### config.mk
export PLATFORM = sky130hd
export DESIGN_NAME = tip_arty_reset_sequencer
export DESIGN_NICKNAME = d
export VERILOG_FILES = /design/src/rtl/tip_arty_reset_pkg.sv /design/src/rtl/tip_arty_reset_debounce.sv /design/src/rtl/tip_arty_reset_sequencer.sv
export SDC_FILE = /design/constraint.sdc
export NUM_CORES = 1
export LEC_CHECK = 0
export BUFFER_PORTS_ARGS = -buffer_cell sky130_fd_sc_hd__buf_4
export CAP_MARGIN = 0
export CORE_UTILIZATION = 55
export CTS_CLUSTER_DIAMETER = 40
export CTS_CLUSTER_SIZE = 24
export DETAILED_ROUTE_END_ITERATION = 8
export GPL_TIMING_DRIVEN = 0
export PLACE_DENSITY = 0.86
export RECOVER_POWER = 25
export SLEW_MARGIN = 20
export SYNTH_ARGS = -nofsm -noshare
export SYNTH_HDL_FRONTEND = slang
export SYNTH_SLANG_ARGS = --single-unit
### constraint.sdc
create_clock -name clk_system -period 2.3 [get_ports clk_system]
set_input_delay 0.23 -clock clk_system [delete_from_list [all_inputs] [get_ports clk_system]]
set_output_delay 0.23 -clock clk_system [all_outputs]
set_load 0.005 [all_outputs]
### src/rtl/tip_arty_reset_pkg.sv
// Shared types and constants for the Arty platform reset sequencer.
// Holds the sequencer state encoding, the reset-cause codes and a counter-width helper.
// No logic; imported by the sequencer and its debounce sub-module.
package tip_arty_reset_pkg;

    typedef enum logic [1:0] {
        WAIT_LOCK = 2'd0,
        STRETCH   = 2'd1,
        PERI_REL  = 2'd2,
        RUN       = 2'd3
    } state_t;

    localparam logic [2:0] CAUSE_POR    = 3'd0;
    localparam logic [2:0] CAUSE_LOCK   = 3'd1;
    localparam logic [2:0] CAUSE_BUTTON = 3'd2;
    localparam logic [2:0] CAUSE_SW     = 3'd3;
    localparam logic [2:0] CAUSE_WDT    = 3'd4;

    // Counter width for a count of 'cycles' states, never narrower than one bit.
    function automatic int cnt_width(input int cycles);
        return (cycles > 1) ? $clog2(cycles) : 1;
    endfunction

endpackage

### src/rtl/tip_arty_reset_debounce.sv
// Purpose: 2-flop synchronizer followed by a stable-count filter for a bouncy async level.
// Latency: 2 sync cycles + DEBOUNCE_CYCLES stable samples before dout follows din.
// Backpressure: none; free-running level filter.
module tip_arty_reset_debounce
    import tip_arty_reset_pkg::*;
#(
    parameter int DEBOUNCE_CYCLES = 1000
) (
    input  logic clk_system,
    input  logic rst_system,
    input  logic din,
    output logic dout
);

    localparam int              CW       = cnt_width(DEBOUNCE_CYCLES);
    localparam logic [CW-1:0]   CNT_LAST = CW'(DEBOUNCE_CYCLES - 1);

    logic          r_sync1;
    logic          r_sync2;
    logic          r_db;
    logic [CW-1:0] r_cnt;

    // Bring the asynchronous input into the clk_system domain.
    always_ff @(posedge clk_system) begin
        if (rst_system) begin
            r_sync1 <= 1'b0;
            r_sync2 <= 1'b0;
        end else begin
            r_sync1 <= din;
            r_sync2 <= r_sync1;
        end
    end

    // Accept a new level only after it has differed from the filtered output
    // for DEBOUNCE_CYCLES consecutive samples; returning to the old level restarts.
    always_ff @(posedge clk_system) begin
        if (rst_system) begin
            r_cnt <= '0;
            r_db  <= 1'b0;
        end else if (r_sync2 == r_db) begin
            r_cnt <= '0;
        end else if (r_cnt == CNT_LAST) begin
            r_cnt <= '0;
            r_db  <= r_sync2;
        end else begin
            r_cnt <= r_cnt + 1'b1;
        end
    end

    assign dout = r_db;

endmodule

### src/rtl/tip_arty_reset_sequencer.sv
// Purpose: ordered peripheral/core reset release after PLL lock, re-entry on lock loss,
//          button, software request (and watchdog when TIP_ARTY_RESET_SEQ_WDT_EN is defined).
// Latency: lock rise -> STRETCH in 3 edges; rst_peri +STRETCH_CYCLES; rst_core/ready +PERI_DELAY.
// Backpressure: none; sw_rst_req outside RUN is dropped, not queued.
module tip_arty_reset_sequencer
    import tip_arty_reset_pkg::*;
#(
    parameter int DEBOUNCE_CYCLES = 1000,
    parameter int STRETCH_CYCLES  = 256,
    parameter int PERI_DELAY      = 16,
    parameter int WDT_CYCLES      = 2**20
) (
    input  logic       clk_system,
    input  logic       rst_system,
    input  logic       pll_locked,
    input  logic       button_rst,
    input  logic       sw_rst_req,
    input  logic       wdt_kick,
    output logic       rst_peri,
    output logic       rst_core,
    output logic       ready,
    output logic [2:0] rst_cause
);

    localparam int            SW           = cnt_width(STRETCH_CYCLES);
    localparam int            PW           = cnt_width(PERI_DELAY);
    localparam logic [SW-1:0] STRETCH_LAST = SW'(STRETCH_CYCLES - 1);
    localparam logic [PW-1:0] PERI_LAST    = PW'(PERI_DELAY - 1);

    logic          r_lock_s1;
    logic          r_lock_s2;
    logic          w_btn_db;
    state_t        r_state;
    state_t        w_state_nxt;
    logic [SW-1:0] r_stretch_cnt;
    logic [SW-1:0] w_stretch_cnt_nxt;
    logic [PW-1:0] r_peri_cnt;
    logic [PW-1:0] w_peri_cnt_nxt;
    logic [2:0]    r_cause;
    logic [2:0]    w_cause_nxt;
    logic          r_rst_peri;
    logic          r_rst_core;
    logic          r_ready;

    tip_arty_reset_debounce #(
        .DEBOUNCE_CYCLES (DEBOUNCE_CYCLES)
    ) u_btn_debounce (
        .clk_system (clk_system),
        .rst_system (rst_system),
        .din        (button_rst),
        .dout       (w_btn_db)
    );

    // PLL lock only needs synchronizing; it does not bounce.
    always_ff @(posedge clk_system) begin
        if (rst_system) begin
            r_lock_s1 <= 1'b0;
            r_lock_s2 <= 1'b0;
        end else begin
            r_lock_s1 <= pll_locked;
            r_lock_s2 <= r_lock_s1;
        end
    end

`ifdef TIP_ARTY_RESET_SEQ_WDT_EN
    localparam int            WW       = cnt_width(WDT_CYCLES);
    localparam logic [WW-1:0] WDT_LAST = WW'(WDT_CYCLES - 1);

    logic [WW-1:0] r_wdt_cnt;
    logic          w_wdt_fire;

    assign w_wdt_fire = (r_state == RUN) && (r_wdt_cnt == WDT_LAST);

    // Watchdog counts only while running; a kick or leaving RUN clears it.
    always_ff @(posedge clk_system) begin
        if (rst_system) begin
            r_wdt_cnt <= '0;
        end else if (r_state != RUN || wdt_kick || w_wdt_fire) begin
            r_wdt_cnt <= '0;
        end else begin
            r_wdt_cnt <= r_wdt_cnt + 1'b1;
        end
    end
`else
    // Without the watchdog the kick input and timeout are deliberately ignored.
    logic w_unused_wdt;
    assign w_unused_wdt = wdt_kick & (WDT_CYCLES > 0);
`endif

    // State, counters, cause and the reset outputs all update on one edge.
    always_ff @(posedge clk_system) begin
        if (rst_system) begin
            r_state       <= WAIT_LOCK;
            r_stretch_cnt <= '0;
            r_peri_cnt    <= '0;
            r_cause       <= CAUSE_POR;
            r_rst_peri    <= 1'b1;
            r_rst_core    <= 1'b1;
            r_ready       <= 1'b0;
        end else begin
            r_state       <= w_state_nxt;
            r_stretch_cnt <= w_stretch_cnt_nxt;
            r_peri_cnt    <= w_peri_cnt_nxt;
            r_cause       <= w_cause_nxt;
            r_rst_peri    <= (w_state_nxt == WAIT_LOCK) || (w_state_nxt == STRETCH);
            r_rst_core    <= (w_state_nxt != RUN);
            r_ready       <= (w_state_nxt == RUN);
        end
    end

    // Next-state logic; counters idle at zero outside their own state.
    always_comb begin
        w_state_nxt       = r_state;
        w_stretch_cnt_nxt = '0;
        w_peri_cnt_nxt    = '0;
        w_cause_nxt       = r_cause;
        case (r_state)
            WAIT_LOCK: begin
                if (r_lock_s2) begin
                    w_state_nxt = STRETCH;
                end
            end
            STRETCH: begin
                if (!r_lock_s2) begin
                    w_state_nxt = WAIT_LOCK;
                end else if (w_btn_db) begin
                    w_stretch_cnt_nxt = '0;
                end else if (r_stretch_cnt == STRETCH_LAST) begin
                    w_state_nxt = PERI_REL;
                end else begin
                    w_stretch_cnt_nxt = r_stretch_cnt + 1'b1;
                end
            end
            PERI_REL: begin
                if (!r_lock_s2) begin
                    w_state_nxt = WAIT_LOCK;
                end else if (r_peri_cnt == PERI_LAST) begin
                    w_state_nxt = RUN;
                end else begin
                    w_peri_cnt_nxt = r_peri_cnt + 1'b1;
                end
            end
            RUN: begin
                if (!r_lock_s2) begin
                    w_state_nxt = WAIT_LOCK;
                    w_cause_nxt = CAUSE_LOCK;
                end else if (w_btn_db) begin
                    w_state_nxt = STRETCH;
                    w_cause_nxt = CAUSE_BUTTON;
                end else if (sw_rst_req) begin
                    w_state_nxt = STRETCH;
                    w_cause_nxt = CAUSE_SW;
`ifdef TIP_ARTY_RESET_SEQ_WDT_EN
                end else if (w_wdt_fire) begin
                    w_state_nxt = STRETCH;
                    w_cause_nxt = CAUSE_WDT;
`endif
                end
            end
            default: begin
                w_state_nxt = WAIT_LOCK;
            end
        endcase
    end

    assign rst_peri  = r_rst_peri;
    assign rst_core  = r_rst_core;
    assign ready     = r_ready;
    assign rst_cause = r_cause;

endmodule

==> qor.yml, run 1 <==
drt_first_pass_iters: 4
cp_max_fo: 4
drc: 0
io_pins: 12
syn_inst: 141
cts_buffer_depth: 2
comb_power_share_pct: 1.8
wl_um: 2370
synth_seq_cells: 34
cts-root-buf: "clkbuf_4"
nets: 166
drv_cap: 0
cp-startpoint: "u_btn_debounce.r_cnt[0]$_SDFF_PP0_"
drt-initial-drc-count: 15
antenna_found_initial: 0
ant_nets: 0
worstSetupPathType: "flip-flop to flip-flop"
clkSlewWorstSetupHoldPaths_ns: 0.10
cts_hold_buf: 0
synth_cell_types: 38
p_per_area_nw_per_um2: 663
placementRows: 17
clock_sinks: 34
drive_gt1_share_pct: 17.7
grt_max_degree: 11
final_hold_viol_count: 0
fp.dieH_um: 51.5
grt_usage_pct: 22.2
startpoint_type: "flip-flop"
synth_ff_type: "dfxtp_1"
synth_edf_count: 0
crit_path_end_kind: "flip-flop"
netSwitchingPower_mw: 0.201
n_antenna_cell: 0
p_leak_nw: 0.586
clockPowerShare_pct: 39.4
power_frac_seq_pct: 58.8
fin_crit_sh_pct: 62.3
fmax_mhz: 698
yosysSeqAreaShare_pct: 50.5
portBuffers: 9
setup-tns-final_ns: 0
avgSynthCellArea_um2: 9.56
netlist_area_um2: 1350
core_um2: 2250
slew_violations: 0
place_congestion: 0.814
r2r_end: "u_btn_debounce.dout$_SDFFE_PP0P_"
intPower_mw: 0.811
cp.arrival_ns: 1.65
fill_cells: 192
cts_tree: "yes"
cts_max_level: 2
start_util_pct: 59.8
die-area_um2: 2650
irDropWorstVdd_v: 0.000591
grt_setup_unrepaired: "no"
wl_per_cell_um: 12.8
die_width_um: 51.5
synthArstFlopShare_pct: 0
required_ns: 2.52
post_cts_buffers: 0
grt_pass1_vias: 957
hpwl_um: 1770
final_cell_area_um2: 1530
hold_depth: 2
reg2reg_depth: 5
yosysWarnings: 0
grt.overflow.total: 0
vias: 1017
hold_path_class: "input port to flip-flop"
cts-resized-gates: 0
fin_crit_ns: 1.43
syn_nets: 150
whs_endpoint: "u_btn_debounce.r_sync1$_SDFF_PP0_"
grt_first_pass_wirelength_um: 4150
min_from: "button_rst"
r2r_start: "u_btn_debounce.r_cnt[0]$_SDFF_PP0_"
post_dp_cell_area_um2: 1450
p_sw_share_pct: 19.9
via_per_inst: 5.47
syn2layout_area_growth_pct: 13.2
clkLatencyLatePin_ns: 0.33
cts_buffers: 5
reg2reg_slack_ns: 0.87
clock_skew_ns: 0.00487
final-setup-viol-count: 0
outcome: "finished, final reports clean"
layout by cell type, fill, tap and decap left out, drive strengths merged:
| cell | instances |
|---|---|
| xnor2 | 6 |
| a21o | 1 |
| nand4 | 3 |
| o21a | 1 |
| a31oi | 3 |
| a21oi | 5 |
| xor2 | 5 |
| nor2b | 4 |
| or3 | 2 |
| and4 | 1 |
| and3 | 5 |
| nand2 | 7 |
| mux2i | 2 |
| or2 | 1 |
| o221a | 1 |
| inv | 6 |
| nor3b | 1 |
| and2b | 1 |
| nand3 | 11 |
| o311a | 1 |
| buf | 5 |
| a311oi | 2 |
| nor2 | 22 |
| o21ai | 3 |
| conb | 1 |
| clkbuf | 15 |
| a2111oi | 1 |
| o211ai | 1 |
| dfxtp | 34 |
| nand2b | 1 |
| ha | 3 |
| and4bb | 1 |
| nor3 | 2 |
routing by layer:
metal	global-route usage (%)	up-vias	share of wire, %
met2	37.2	19	51
met1	25.0	471	44
met4	8.56	0	1.6
li1	-	521	-
met3	9.06	6	3.8
met5	0	-	0
flip-flops by register name (all words and copies together), names as in the netlist:
register	count
r_lock_s1	1
r_lock_s2	1
r_peri_cnt	4
r_state	2
r_stretch_cnt	8
ready	1
rst_cause	2
rst_core	1
rst_peri	1
u_btn_debounce.dout	1
u_btn_debounce.r_cnt	10
u_btn_debounce.r_sync1	1
u_btn_debounce.r_sync2	1
metrics by stage:
step | setup WS [ns] | instances | hold WS, ns | utilization [%] | power, mW
finish | 0.867 | 186 | 0.108 | 67.6 | 1.01
global route | 0.687 | 186 | 0.104 | 67.6 | 1.05
CTS | 0.870 | 186 | 0.0974 | 67.8 | 1.02
detailed placement | 0.891 | 178 | 0.425 | 64.3 | 0.628
global placement | 0.943 | 178 | 0.418 | 64.3 | 0.627
floorplan | 1.02 | 141 | 0.358 | - | 0.619
worst max-delay path: stages (launching register included):
cell	delay (ns)
dfxtp_1	0.38
ha_1	0.26
and4bb_2	0.30
nand3_1	0.15
mux2i_1	0.18
nor2_1	0.05
power groups by stage:
stage / sequential [mW] / clock, mW / combinational (mW)
2_1_floorplan: 0.608 / 0 / 0.0109
3_3_place_gp: 0.608 / 0 / 0.0183
3_5_place_dp: 0.609 / 0 / 0.0190
4_1_cts: 0.595 / 0.404 / 0.0191
5_1_grt: 0.596 / 0.429 / 0.0204
6_report: 0.595 / 0.398 / 0.0182
cell families (layout without fill, tap and decap cells):
kind of cell	count (synthesis)	in the layout	synth area share [%]
xor gates and xnor gates	11	11	7.15
AOI/OAI and AO/OA	19	19	10.4
other	1	1	0.278
DFF	34	34	50.5
muxes	2	2	1.49
and+or+nand+nor	62	62	24.5
buffers and inverters	9	26	2.88
adders and majority gates	3	3	2.79
final cells by class:
cell class              count  area [um^2]  area share, %
inverters                   6         22.5           1.48
clock buffers               8         78.8           5.17
plain buffers               3         16.3           1.07
repair buffers              9         63.8           4.18
flip-flops and latches     34          681           44.6
multi-input cells          98          628           41.2
well taps                  28         35.0           2.30
how the worst max path moves through the flow:
| stage | endpoint | slack (ns) | cells past startpoint |
|---|---|---|---|
| detailed placement | r_peri_cnt[3]$_SDFF_PP0_ | 0.89 | 4 |
| global route | r_peri_cnt[3]$_SDFF_PP0_ | 0.69 | 4 |
| finish | u_btn_debounce.dout$_SDFFE_PP0P_ | 0.87 | 5 |
| global placement | u_btn_debounce.dout$_SDFFE_PP0P_ | 0.94 | 5 |
| CTS | r_peri_cnt[3]$_SDFF_PP0_ | 0.87 | 4 |
| floorplan | u_btn_debounce.dout$_SDFFE_PP0P_ | 1.02 | 5 |
cell usage after synthesis (2+ instances only):
| cell type | n | share of area [%] |
|---|---|---|
| and3_1 | 5 | 2.3 |
| mux2i_1 | 2 | 1.5 |
| dfxtp_1 | 34 | 51 |
| nand3_1 | 11 | 4.1 |
| a31oi_1 | 3 | 1.4 |
| a21oi_1 | 5 | 1.9 |
| inv_1 | 5 | 1.4 |
| ha_1 | 3 | 2.8 |
| nor2_1 | 21 | 5.8 |
| xor2_1 | 5 | 3.2 |
| xnor2_1 | 6 | 3.9 |
| nor2b_1 | 4 | 1.9 |
| nor3_1 | 2 | 0.74 |
| nand2_1 | 5 | 1.4 |
| nand2_2 | 2 | 0.93 |
| nand4_1 | 2 | 0.93 |
| or3_1 | 2 | 0.93 |
| a311oi_1 | 2 | 1.3 |
| o21ai_0 | 3 | 1.1 |
(Power assumes the default switching activity.)
==> run 2: changes to the inputs <==
- ABC_AREA: not set -> 1
- PLACE_DENSITY: 0.86 -> 0.85
- clock period: 2.3 -> 1.35 ns (I/O delays scaled with it)
==> qor.yml, run 2 <==
synth_ff_type: "dfxtp_1"
syn_inst: 185
p_per_area_nw_per_um2: 964
outcome: "finished, final reports clean"
largest-register: "u_btn_debounce.r_cnt"
grt_pass1_vias: 1017
r2r_start: "r_stretch_cnt[0]$_SDFF_PP0_"
required_ns: 1.60
finalNonFillerCells: 233
irDropWorstVdd_v: 0.000916
grt_usage_pct: 19.8
cts_buffer_depth: 2
wl_um: 2470
clkSlewWorstSetupHoldPaths_ns: 0.10
reg2reg_depth: 8
p_sw_share_pct: 22.8
multi_input_area_um2: 664
avgSynthCellArea_um2: 7.72
cts_buffers: 5
intPower_mw: 1.22
seq_area_um2: 684
synth_area_leaders: "dfxtp_1 (48%), nand2_1 (9.7%), nor2_1 (8.4%), inv_1 (6.3%), nand3_1 (5.3%)"
reg2reg_slack_ns: 0.11
start_util_pct: 58.2
cp_max_fo: 5
p_leak_nw: 0.636
cpMaxStageDelayCell: "dfxtp_2"
core_um2: 2450
drt_first_pass_iters: 4
yosysWarnings: 0
clockPowerShare_pct: 32.7
cts-root-buf: "clkbuf_4"
final-setup-viol-count: 0
vias: 1155
cp.arrival_ns: 1.50
hold_path_class: "input port to flip-flop"
synthArstFlopShare_pct: 0
clock_skew_ns: 0.00735
fmax_mhz: 804
most-common-layout-cells: "nand2_1 (36), nor2_1 (32), dfxtp_1 (31)"
n_antenna_cell: 0
die-area_um2: 2810
yosysMostFrequentCell: "nand2_1"
fin_crit_sh_pct: 92.1
drv_cap: 0
dp.cells: 223
nets: 212
crit_path_end_kind: "flip-flop"
netlist_area_um2: 1430
via_per_inst: 4.96
portBuffers: 8
layout_commonest_cell: "nand2_1"
synthTopCellsByCount: "nand2_1 (37), dfxtp_1 (34), nor2_1 (32), inv_1 (24), nand3_1 (15)"
post_cts_buffers: 0
r2r_end: "ready$_SDFF_PP0_"
synth_seq_cells: 34
grt_first_pass_wirelength_um: 3900
final_hold_viol_count: 0
syn_nets: 194
power_frac_seq_pct: 64.2
cts_tree: "yes"
min_from: "sw_rst_req"
grt.overflow.total: 0
cts_max_level: 2
drt-initial-drc-count: 22
die_width_um: 53.0
comb_power_share_pct: 3.1
fp.dieH_um: 53.0
dp_slack_ns: -0.0323
setup-tns-final_ns: 0
grt_max_degree: 11
fill_cells: 194
worstSetupPathType: "flip-flop to flip-flop"
synth_top_area_share_pct: 47.6
clock_sinks: 34
hpwl_um: 1650
clkLatencyLatePin_ns: 0.34
layout_setup_ws_ns: 0.107
startpoint_type: "flip-flop"
slowest_delay_ns: 0.35
hold_depth: 5
drive_gt1_share_pct: 19.2
yosysSeqAreaShare_pct: 47.6
largest_reg_flops: 10
syn2layout_area_growth_pct: 14.9
final_util_pct: 66.9
netSwitchingPower_mw: 0.361
fin_crit_ns: 1.24
placementRows: 18
synth_cell_types: 25
wl_per_cell_um: 10.6
antenna_found_initial: 0
io_pins: 12
slew_violations: 0
drc: 0
whs_endpoint: "rst_cause[0]$_SDFFE_PP0P_"
top_regs: "u_btn_debounce.r_cnt x10, r_stretch_cnt x8, r_peri_cnt x4"
cp-startpoint: "r_stretch_cnt[0]$_SDFF_PP0_"
synth_edf_count: 0
place_congestion: 0.755
yosys.area.top_type: "dfxtp_1"
ant_nets: 0
crit_path_cell_trace: "ha_1 -> nand2_2 -> nor2_4 -> nand3_1 -> nand2_1 -> nand3_2 -> inv_1 -> nor2_2"
## run 2: worst max-delay path: cells and delay by family (launching register included)
kind                       cells  cell delay, ns
buffers and inverters          1            0.07
and+or+nand+nor                6            0.54
adders and majority gates      1            0.18
DFF                            1            0.35
## run 2: what timing repair did
action	4_1_cts	5_1_grt
resized for setup	1	9
hold buffers	1	2
hold endpoints to repair	5	2
pin swaps	0	1
endpoints found under the setup margin	7	21
## run 2: how the worst max path moves through the flow
stage | end | cells after the start
2_1_floorplan | u_btn_debounce.r_cnt[5]$_SDFF_PP0_ | 6
3_3_place_gp | u_btn_debounce.r_cnt[5]$_SDFF_PP0_ | 6
3_5_place_dp | u_btn_debounce.r_cnt[5]$_SDFF_PP0_ | 6
4_1_cts | ready$_SDFF_PP0_ | 8
5_1_grt | r_state[0]$_SDFF_PP0_ | 8
6_report | ready$_SDFF_PP0_ | 8
## run 2: through the flow
step	cell area [um^2]	hold slack [ns]	power, mW
after floorplan	1430	0.242	1.07
after detailed placement	1530	0.351	1.08
after global routing	1640	0.249	1.65
after CTS	1590	0.00149	1.59
after global placement	1530	0.333	1.08
final	1640	0.239	1.58
## run 2: area by class of cell
cell class	count	share of cell area, %
Sequential cell	34	41.7
Tap cell	30	2.29
Buffer	2	1.14
Timing Repair Buffer	11	5.49
Clock inverter	2	0.610
Inverter	25	6.02
Clock buffer	5	2.29
Multi-Input combinational cell	124	40.5
## run 2: kinds of logic after synthesis
logic type / share of synthesized area, %
AOI/OAI and AO/OA: 4.03
DFF: 47.6
and+or+nand+nor: 33.5
buffers and inverters: 8.23
adders and majority gates: 2.63
xor gates and xnor gates: 3.68
other: 0.262
## run 2: power groups by stage
stage | clock network (mW) | registers, mW | logic (mW)
4_1_cts | 0.530 | 1.02 | 0.0425
3_5_place_dp | 0 | 1.04 | 0.0399
2_1_floorplan | 0 | 1.04 | 0.0289
5_1_grt | 0.583 | 1.02 | 0.0544
6_report | 0.518 | 1.02 | 0.0494
3_3_place_gp | 0 | 1.04 | 0.0383
## run 2: metal layers
layer | GRT usage (%) | up-vias | part of all wire (%)
li1 | - | 614 | -
met1 | 21.8 | 516 | 44
met2 | 32.5 | 16 | 49
met3 | 8.62 | 9 | 4.0
met4 | 9.21 | 0 | 2.8
met5 | 0 | - | 0
